### src/rtl/imem_loader_if.sv
// imem_loader_if: host byte stream plus instruction-memory write port and
// pipeline boot controls for the boot-time instruction loader.
//   in_valid/in_data/in_ready  host byte handshake (byte moves on valid && ready)
//   imem_we/imem_addr/imem_wdata  one-cycle word write into instruction memory
//   core_rst/done/err  pipeline reset hold and load status
// Modports: slave = the loader, master = the host/boot side.
interface imem_loader_if #(
  parameter int ADDR_WIDTH = 8
);
  logic                  in_valid;
  logic [7:0]            in_data;
  logic                  in_ready;
  logic                  imem_we;
  logic [ADDR_WIDTH-1:0] imem_addr;
  logic [31:0]           imem_wdata;
  logic                  core_rst;
  logic                  done;
  logic                  err;

  modport slave (
    input  in_valid, in_data,
    output in_ready, imem_we, imem_addr, imem_wdata, core_rst, done, err
  );

  modport master (
    output in_valid, in_data,
    input  in_ready, imem_we, imem_addr, imem_wdata, core_rst, done, err
  );
endinterface

### src/rtl/imem_loader.sv
// imem_loader: boot-time instruction-memory writer.
// Takes a little-endian byte stream (4-byte word count N, then 4*N bytes),
// assembles 32-bit words and writes them to consecutive word addresses from 0.
// The pipeline is held in reset (core_rst=1) until the last word is written.
// Ports:
//   clk  system clock, rising edge
//   rst  synchronous active-high reset
//   bus  imem_loader_if.slave (byte input, imem write port, core_rst/done/err)
module imem_loader #(
  parameter int ADDR_WIDTH = 8
) (
  input  logic            clk,
  input  logic            rst,
  imem_loader_if.slave    bus
);
  localparam logic [32:0] DEPTH = 33'(1) << ADDR_WIDTH;

  typedef enum logic [1:0] {S_HDR, S_LOAD, S_DONE, S_ERR} state_t;

  state_t                state_q, state_d;
  logic [1:0]            bcnt_q;
  logic [31:0]           cnt_q;
  logic [23:0]           asm_q;     // low three bytes; the 4th arrives on in_data
  logic [ADDR_WIDTH:0]   widx_q;    // one extra bit so N == depth is representable
  logic [ADDR_WIDTH:0]   widx_inc;
  logic [31:0]           hdr_n;
  logic                  fire, last_byte;
  logic                  in_ready_q, we_q, core_rst_q, done_q, err_q;
  logic [ADDR_WIDTH-1:0] addr_q;
  logic [31:0]           wdata_q;

  always_comb begin
    fire      = bus.in_valid && in_ready_q;
    last_byte = fire && (bcnt_q == 2'd3);
    hdr_n     = {bus.in_data, cnt_q[23:0]};
    widx_inc  = widx_q + (ADDR_WIDTH+1)'(1);
    state_d   = state_q;
    case (state_q)
      S_HDR: begin
        if (last_byte) begin
          if (hdr_n == 32'd0)               state_d = S_DONE;
          else if ({1'b0, hdr_n} > DEPTH)   state_d = S_ERR;
          else                              state_d = S_LOAD;
        end
      end
      S_LOAD: begin
        if (last_byte && (32'(widx_inc) == cnt_q)) state_d = S_DONE;
      end
      default: state_d = state_q;   // DONE and ERR are terminal until rst
    endcase
  end

  always_ff @(posedge clk) begin
    if (rst) state_q <= S_HDR;
    else     state_q <= state_d;
  end

  always_ff @(posedge clk) begin
    if (rst) begin
      bcnt_q     <= '0;
      cnt_q      <= '0;
      asm_q      <= '0;
      widx_q     <= '0;
      in_ready_q <= 1'b0;
      we_q       <= 1'b0;
      addr_q     <= '0;
      wdata_q    <= '0;
      core_rst_q <= 1'b1;
      done_q     <= 1'b0;
      err_q      <= 1'b0;
    end else begin
      // ready follows the state being entered, so it drops the cycle after
      // the final byte and no further byte can slip in
      in_ready_q <= (state_d == S_HDR) || (state_d == S_LOAD);
      we_q       <= 1'b0;
      err_q      <= (state_d == S_ERR);
      // done/core_rst lag the DONE state by one cycle so the last write
      // lands before the core leaves reset
      done_q     <= (state_q == S_DONE);
      core_rst_q <= (state_q != S_DONE);
      if (fire) begin
        bcnt_q <= bcnt_q + 2'd1;
        if (state_q == S_HDR) begin
          case (bcnt_q)
            2'd0:    cnt_q[7:0]   <= bus.in_data;
            2'd1:    cnt_q[15:8]  <= bus.in_data;
            2'd2:    cnt_q[23:16] <= bus.in_data;
            default: begin
              cnt_q  <= hdr_n;
              widx_q <= '0;
            end
          endcase
        end else if (state_q == S_LOAD) begin
          case (bcnt_q)
            2'd0:    asm_q[7:0]   <= bus.in_data;
            2'd1:    asm_q[15:8]  <= bus.in_data;
            2'd2:    asm_q[23:16] <= bus.in_data;
            default: begin
              wdata_q <= {bus.in_data, asm_q};
              addr_q  <= widx_q[ADDR_WIDTH-1:0];
              we_q    <= 1'b1;
              widx_q  <= widx_inc;
            end
          endcase
        end
      end
    end
  end

  assign bus.in_ready   = in_ready_q;
  assign bus.imem_we    = we_q;
  assign bus.imem_addr  = addr_q;
  assign bus.imem_wdata = wdata_q;
  assign bus.core_rst   = core_rst_q;
  assign bus.done       = done_q;
  assign bus.err        = err_q;
endmodule

### src/flat_wrapper.sv
// flat-port wrapper written by rule: the top's interface ports become plain ports
module imem_loader_flat 
#(
  parameter int ADDR_WIDTH = 8
)
  (clk, rst, bus_in_valid, bus_in_data, bus_in_ready, bus_imem_we, bus_imem_addr, bus_imem_wdata, bus_core_rst, bus_done, bus_err);
  imem_loader_if #(.ADDR_WIDTH(ADDR_WIDTH)) bus_i ();
  input  logic clk;
  input  logic rst;
  input wire logic [$bits(bus_i.in_valid)-1:0] bus_in_valid;
  input wire logic [$bits(bus_i.in_data)-1:0] bus_in_data;
  output wire logic [$bits(bus_i.in_ready)-1:0] bus_in_ready;
  output wire logic [$bits(bus_i.imem_we)-1:0] bus_imem_we;
  output wire logic [$bits(bus_i.imem_addr)-1:0] bus_imem_addr;
  output wire logic [$bits(bus_i.imem_wdata)-1:0] bus_imem_wdata;
  output wire logic [$bits(bus_i.core_rst)-1:0] bus_core_rst;
  output wire logic [$bits(bus_i.done)-1:0] bus_done;
  output wire logic [$bits(bus_i.err)-1:0] bus_err;
  assign bus_i.in_valid = bus_in_valid;
  assign bus_i.in_data = bus_in_data;
  assign bus_in_ready = bus_i.in_ready;
  assign bus_imem_we = bus_i.imem_we;
  assign bus_imem_addr = bus_i.imem_addr;
  assign bus_imem_wdata = bus_i.imem_wdata;
  assign bus_core_rst = bus_i.core_rst;
  assign bus_done = bus_i.done;
  assign bus_err = bus_i.err;
  imem_loader #(.ADDR_WIDTH(ADDR_WIDTH)) u_core (.clk(clk), .rst(rst), .bus(bus_i));
endmodule
### config.mk
export PLATFORM = sky130hd
export DESIGN_NAME = imem_loader_flat
export DESIGN_NICKNAME = d
export VERILOG_FILES = /design/src/rtl/imem_loader_if.sv /design/src/rtl/imem_loader.sv /design/src/flat_wrapper.sv
export SDC_FILE = /design/constraint.sdc
export NUM_CORES = 1
export LEC_CHECK = 0
export CORE_MARGIN = 4
export CORE_UTILIZATION = 35
export DETAILED_ROUTE_END_ITERATION = 8
export HOLD_SLACK_MARGIN = 0.08
export PLACE_DENSITY = 0.5
export SYNTH_ARGS = -nofsm -noshare
export SYNTH_HDL_FRONTEND = slang
export SYNTH_SLANG_ARGS = --single-unit
export TNS_END_PERCENT = 5
### constraint.sdc
create_clock -name clk -period 2.3 [get_ports clk]
set_input_delay 0.23 -clock clk [delete_from_list [all_inputs] [get_ports clk]]
set_output_delay 0.23 -clock clk [all_outputs]
set_load 0.1 [all_outputs]
# Word level (Yosys, flattened, before mapping)
# Index checks and enable logic that the tools add are counted.
# totals
reg_bits	114
latch_bits	0
ram_bits	0
mem_bits_ro	0
in_bits	11
output_inout_bits	45
elab_cells	65
mem_count	0
# classes
n_addsub	2
n_mul	0
div_mod_pow	0
magnitude_cmp	1
n_eq_ne	11
n_shift	0
n_mux	10
bitwise_logic	4
reduce_logical	20
# op_table
cell	n
two-way mux 9 bit	4
== test 9 x 32 -> 1 bit	1
greater-than comparator 32 x 9 -> 1 bit (second input constant)	1
zero test 32 bit	1
AND reduction 4 bit	5
AND reduction 3 bit	4
adder 9 x 1 -> 9 bit (second input constant)	1
== test 2 bit (second input constant)	4
two-way mux 2 bit	4
== test 2 x 1 -> 1 bit (second input constant)	3
zero test 2 bit	3
inequality test 2 bit (second input constant)	3
inverter 1 bit	4
case mux 2 bit (2 select lines)	1
OR reduction 4 bit	1
logical AND 1 bit	3
OR reduction 3 bit	1
adder 2 x 1 -> 2 bit (second input constant)	1
nonzero test 2 bit	1
logical OR 1 bit	1
two-way mux 1 bit	1

# Logic depth before layout (Yosys ltp)
# logic_depth
ltp_word	7
ltp_mapped	9
depth_no_buf	8

# Worst setup path after synthesis
# Ideal clock, no wire load.
# synth_timing
path_type	reg2reg
from	register u_core.in_ready_q, in the netlist u_core.bus.in_ready
to	register u_core.state_q[1]
setup_time_ns	0.062
arrival_ns	2.421
required_ns	2.238
setup_slack_ns	-0.183
stages_incl_launch_ff	7
path_cell_list	dfxtp_1 -> nand3_1 -> a211o_1 -> a2111o_1 -> nor4_2 -> a31o_1 -> nor2b_4
# synth_between
elab_chain_cells	5
word_cells_on_any_way	6
classes_between	3 x mux; 3 x reduce/logical
# synth_lines
item	line_no	source
start, declared	imem_loader.sv:28	logic in_ready_q, we_q, core_rst_q, done_q, err_q;
start signal, assigned	imem_loader.sv:74	in_ready_q <= (state_d == S_HDR) || (state_d == S_LOAD);
logical AND 1 bit (*)	imem_loader.sv:33	fire = bus.in_valid && in_ready_q;
logical AND 1 bit (*)	imem_loader.sv:34	last_byte = fire && (bcnt_q == 2'd3);
logical AND 1 bit	imem_loader.sv:47	if (last_byte && (32'(widx_inc) == cnt_q)) state_d = S_DONE;
two-way mux 2 bit	imem_loader.sv:47	
case mux 2 bit (2 select lines) (*)	imem_loader.sv:38	case (state_q)
end signal, assigned	imem_loader.sv:55	else state_q <= state_d;
end, declared	imem_loader.sv:20	state_t state_q, state_d;
# Mark *: on every way between the ends. The rest lies on a longest branch, timed or not.
# A chain may end at the register's enable or synchronous reset.

# Worst setup path in the final report
# layout_timing
from	register u_core.widx_q[1]
to	register u_core.state_q[1]
# layout_between
elab_chain_cells	5
# layout_lines
item	line_no	source
start, declared	imem_loader.sv:24	logic [ADDR_WIDTH:0] widx_q;
start signal, assigned	imem_loader.sv:102	widx_q <= widx_inc;
adder 9 x 1 -> 9 bit	imem_loader.sv:36	widx_inc = widx_q + (ADDR_WIDTH+1)'(1);
== test 9 x 32 -> 1 bit	imem_loader.sv:47	
logical AND 1 bit	imem_loader.sv:47	
two-way mux 2 bit	imem_loader.sv:47	
case mux 2 bit (2 select lines)	imem_loader.sv:38	
# Every way passes these cells.

==> metrics <==
Synth Cell Area=4670 sq um; DR pass1 iterations=5; total number of vias=4131; gr usage total=0.176; Sum Neg Setup Slack=0 ns; Synth Flop Type=dfxtp_1; layout cells sized above 1=0.168; maximum clock frequency=around 470 MHz; first-pass GRT wire length=20500 um; Post-Synth Adder-Cell Area=0.0182; post-synthesis sequential area ratio=0.489; main combinational cell family by area after synthesis=simple AND/OR/NAND/NOR gates; leakage=2.15 nW; latest clock arrival within the worst-skew pair=0.41 ns; CP Class=reg -> reg; worst reg2reg path depth=7; post-detailed-route count of antenna-violating nets=0; Via density=5.07; die area=15200 sq um; CP required=2.65 ns; Die Y=123 um; TritonCTS Buffers=17; CP Buf/Inv Count=0; Max Used Layer=met4; Power Dens Cells=between 800 and 900 nW/um^2; post-synth cell types=between 50 and 60; CTS Hold Bufs=0; Clock H-tree levels=4; Post-CTS Setup Bufs=0; Longest Clk Path Bufs=2; Critical Path Start Type=register; mux cell area share after synthesis=0.0172; HP Start=rst; Arr. time, crit path=2.48 ns; Layout area overhead=26.8%; DRC viols=0; Synth top area share=0.489; core area=between 10000 and 15000 sq um; final setup fails=0; top cells by area, synth=dfxtp_1 (49%), nand2_1 (12%), a21oi_1 (10%); RSZ-0062 raised after global routing=no; CTS tree=built; Period minus WS final=2.13 ns; count of max-cap constraint violations=0; largest net degree at the start of global routing=44; GRT overflow=0; top-count cell post-synth=nand2_1; GPL Wtd Cong=0.836; worst-path maximum fanout=5; Post-Syn Instances=579; CP max stage cell=dfxtp_1; total wire length=about 13000 um; Worst slew margin=0.568; Post-DP Area=~5300 sq um; Syn Nets=596; WL met2=5730 um; cell taking the most area after synthesis=dfxtp_1; Seq cells post-synth=114; Iteration-0 DRC Markers=177; FF-to-FF setup slack=0.17 ns; Period Utilization, post-route=0.927; I/O pin count=56; routed length per instance=15.6 um; endpoint of the most critical register-to-register path=u_core.state_q[1]$_SDFF_PP0_; Clock Skew=0.00810 ns; Port Buf Inserts=55; worst hold path class=in -> reg; WHS Path Cells=2; simple-gate share of the synthesized area=0.253; worst slew pin tran=0.648 ns; critical path endpoint category=register; initial antenna violation count=0; ANT cells=0; slowest stage delay, CP=~0.4 ns; CP cell instances=ha_1 -> and3_2 -> nand3_2 -> a2111o_1 -> nor4_2 -> a31o_1 -> nor2b_4; maximum vdd drop=0.000445 V; Post-synth ARST share=0; Post-layout nets=649; routed length on met1=6050 um; CTS Sinks=between 100 and 150; Met3 Wirelength=786 um; CP delay by family, top=simple AND/OR/NAND/NOR gates; PostCTS Resize Cnt=0; clock root buffer=clkbuf_16; Post-synth EDFFs=0; WHS Endpoint=u_core.widx_q[0]$_SDFFE_PP0P_; clock slew at reported path FFs=0.05 ns; Design Area, Final=5920 sq um; Die W=around 120 um; final HPWL from detailed placement=8670 um; compound-gate portion of the synthesized area=0.148; run status=complete, no violations; Mapped Avg Cell Area=roughly 8 sq um; final slew viol count=0; Synth Area in XOR/XNOR=0.0225; row count=41; Yosys warning count=0; final hold violations=0; Post-synth top cells=nand2_1 (147), dfxtp_1 (114), a21oi_1 (97); vias in the first global route=3949; Initial Utilization=0.364; FF-to-FF Start=u_core.widx_q[1]$_SDFFE_PP0P_
## placed cells by master, fill, tap and decap left out, types with 4 or more instances in the layout
cell type and instances:
nand2_1 147, dfxtp_1 113, a21oi_1 97, buf_4 70
nand3_1 56, nor2_1 17, clkbuf_16 17, inv_1 10
clkdlybuf4s50_1 9, o21ai_0 8, xnor2_1 8, mux2i_1 8
nor4_1 6, ha_1 6, clkbuf_1 6, or4_1 4
xor2_1 4, bufinv_16 4
## per-layer routing
layer / vias up / GRT usage
met3: 14 / 0.0471
li1: 2079 / -
met5: - / 0
met1: 1932 / 0.240
met2: 106 / 0.264
met4: 0 / 0.0720
## worst register-to-register path, stage by stage, from the launching register on
cell	delay (ns)
dfxtp_1	0.41
ha_1	0.24
and3_2	0.24
nand3_2	0.11
a2111o_1	0.40
nor4_2	0.33
a31o_1	0.21
nor2b_4	0.13
## state kept, by name (all words and copies together) (netlist names)
register	flops
u_core.bus.imem_wdata	32
u_core.cnt_q	32
u_core.bus.core_rst	1
u_core.widx_q	9
u_core.bus.imem_we	1
u_core.bus.done	1
u_core.asm_q	24
u_core.bus.in_ready	1
u_core.bcnt_q	2
u_core.bus.err	1
u_core.state_q	2
u_core.bus.imem_addr	8
## kinds of logic (layout without fill, tap and decap cells)
logic type / count (synthesis) / count (layout)
AO/OA/AOI/OAI: 124 / 124
adder cells (fa/ha/maj): 7 / 7
AND/OR/NAND/NOR: 257 / 257
multiplexers: 8 / 8
XOR/XNOR: 12 / 12
buffers and inverters: 57 / 121
flip-flops: 114 / 114
## layout make-up
type	instances	area, sq um
sequential	114	2280
inverter	11	41.3
multi-input combinational	408	2150
timing repair buffer	80	636
tap	172	215
clock buffer	24	462
clock inverter	6	130
fill	1330	6910
## where the power goes
group / switching (W) / internal [W] / leakage (nW)
sequential: 0.0000163 / 0.00199 / 0.919
clock: 0.000836 / 0.00182 / 0.288
combinational: 0.000150 / 0.0000747 / 0.943
## through the flow
step / util / hold WS [ns] / setup slack (ns) / total power [W] / instances
floorplan: - / 0.390 / 0.175 / 0.00219 / 579
global placement: 0.415 / 0.443 / 0.0902 / 0.00227 / 785
detailed placement: 0.415 / 0.449 / 0.0790 / 0.00227 / 785
CTS: 0.461 / 0.179 / 0.168 / 0.00495 / 815
global route: 0.461 / 0.192 / 0.0266 / 0.00506 / 815
finish: 0.461 / 0.197 / 0.167 / 0.00489 / 815
## how the worst max path moves through the flow
stage                              startpoint                             end  slack [ns]  cells after the start
2_1_floorplan  u_core.bus.in_ready$_SDFF_PP0_    u_core.state_q[1]$_SDFF_PP0_        0.18                      6
3_3_place_gp                     bus_in_valid    u_core.state_q[1]$_SDFF_PP0_        0.09                      7
3_5_place_dp                     bus_in_valid    u_core.state_q[1]$_SDFF_PP0_        0.08                      7
4_1_cts         u_core.widx_q[1]$_SDFFE_PP0P_    u_core.state_q[1]$_SDFF_PP0_        0.17                      7
5_1_grt         u_core.widx_q[1]$_SDFFE_PP0P_  u_core.bus.in_ready$_SDFF_PP0_        0.03                      7
6_report        u_core.widx_q[1]$_SDFFE_PP0P_    u_core.state_q[1]$_SDFF_PP0_        0.17                      7
Note: power is estimated with default switching activity, not from simulation.
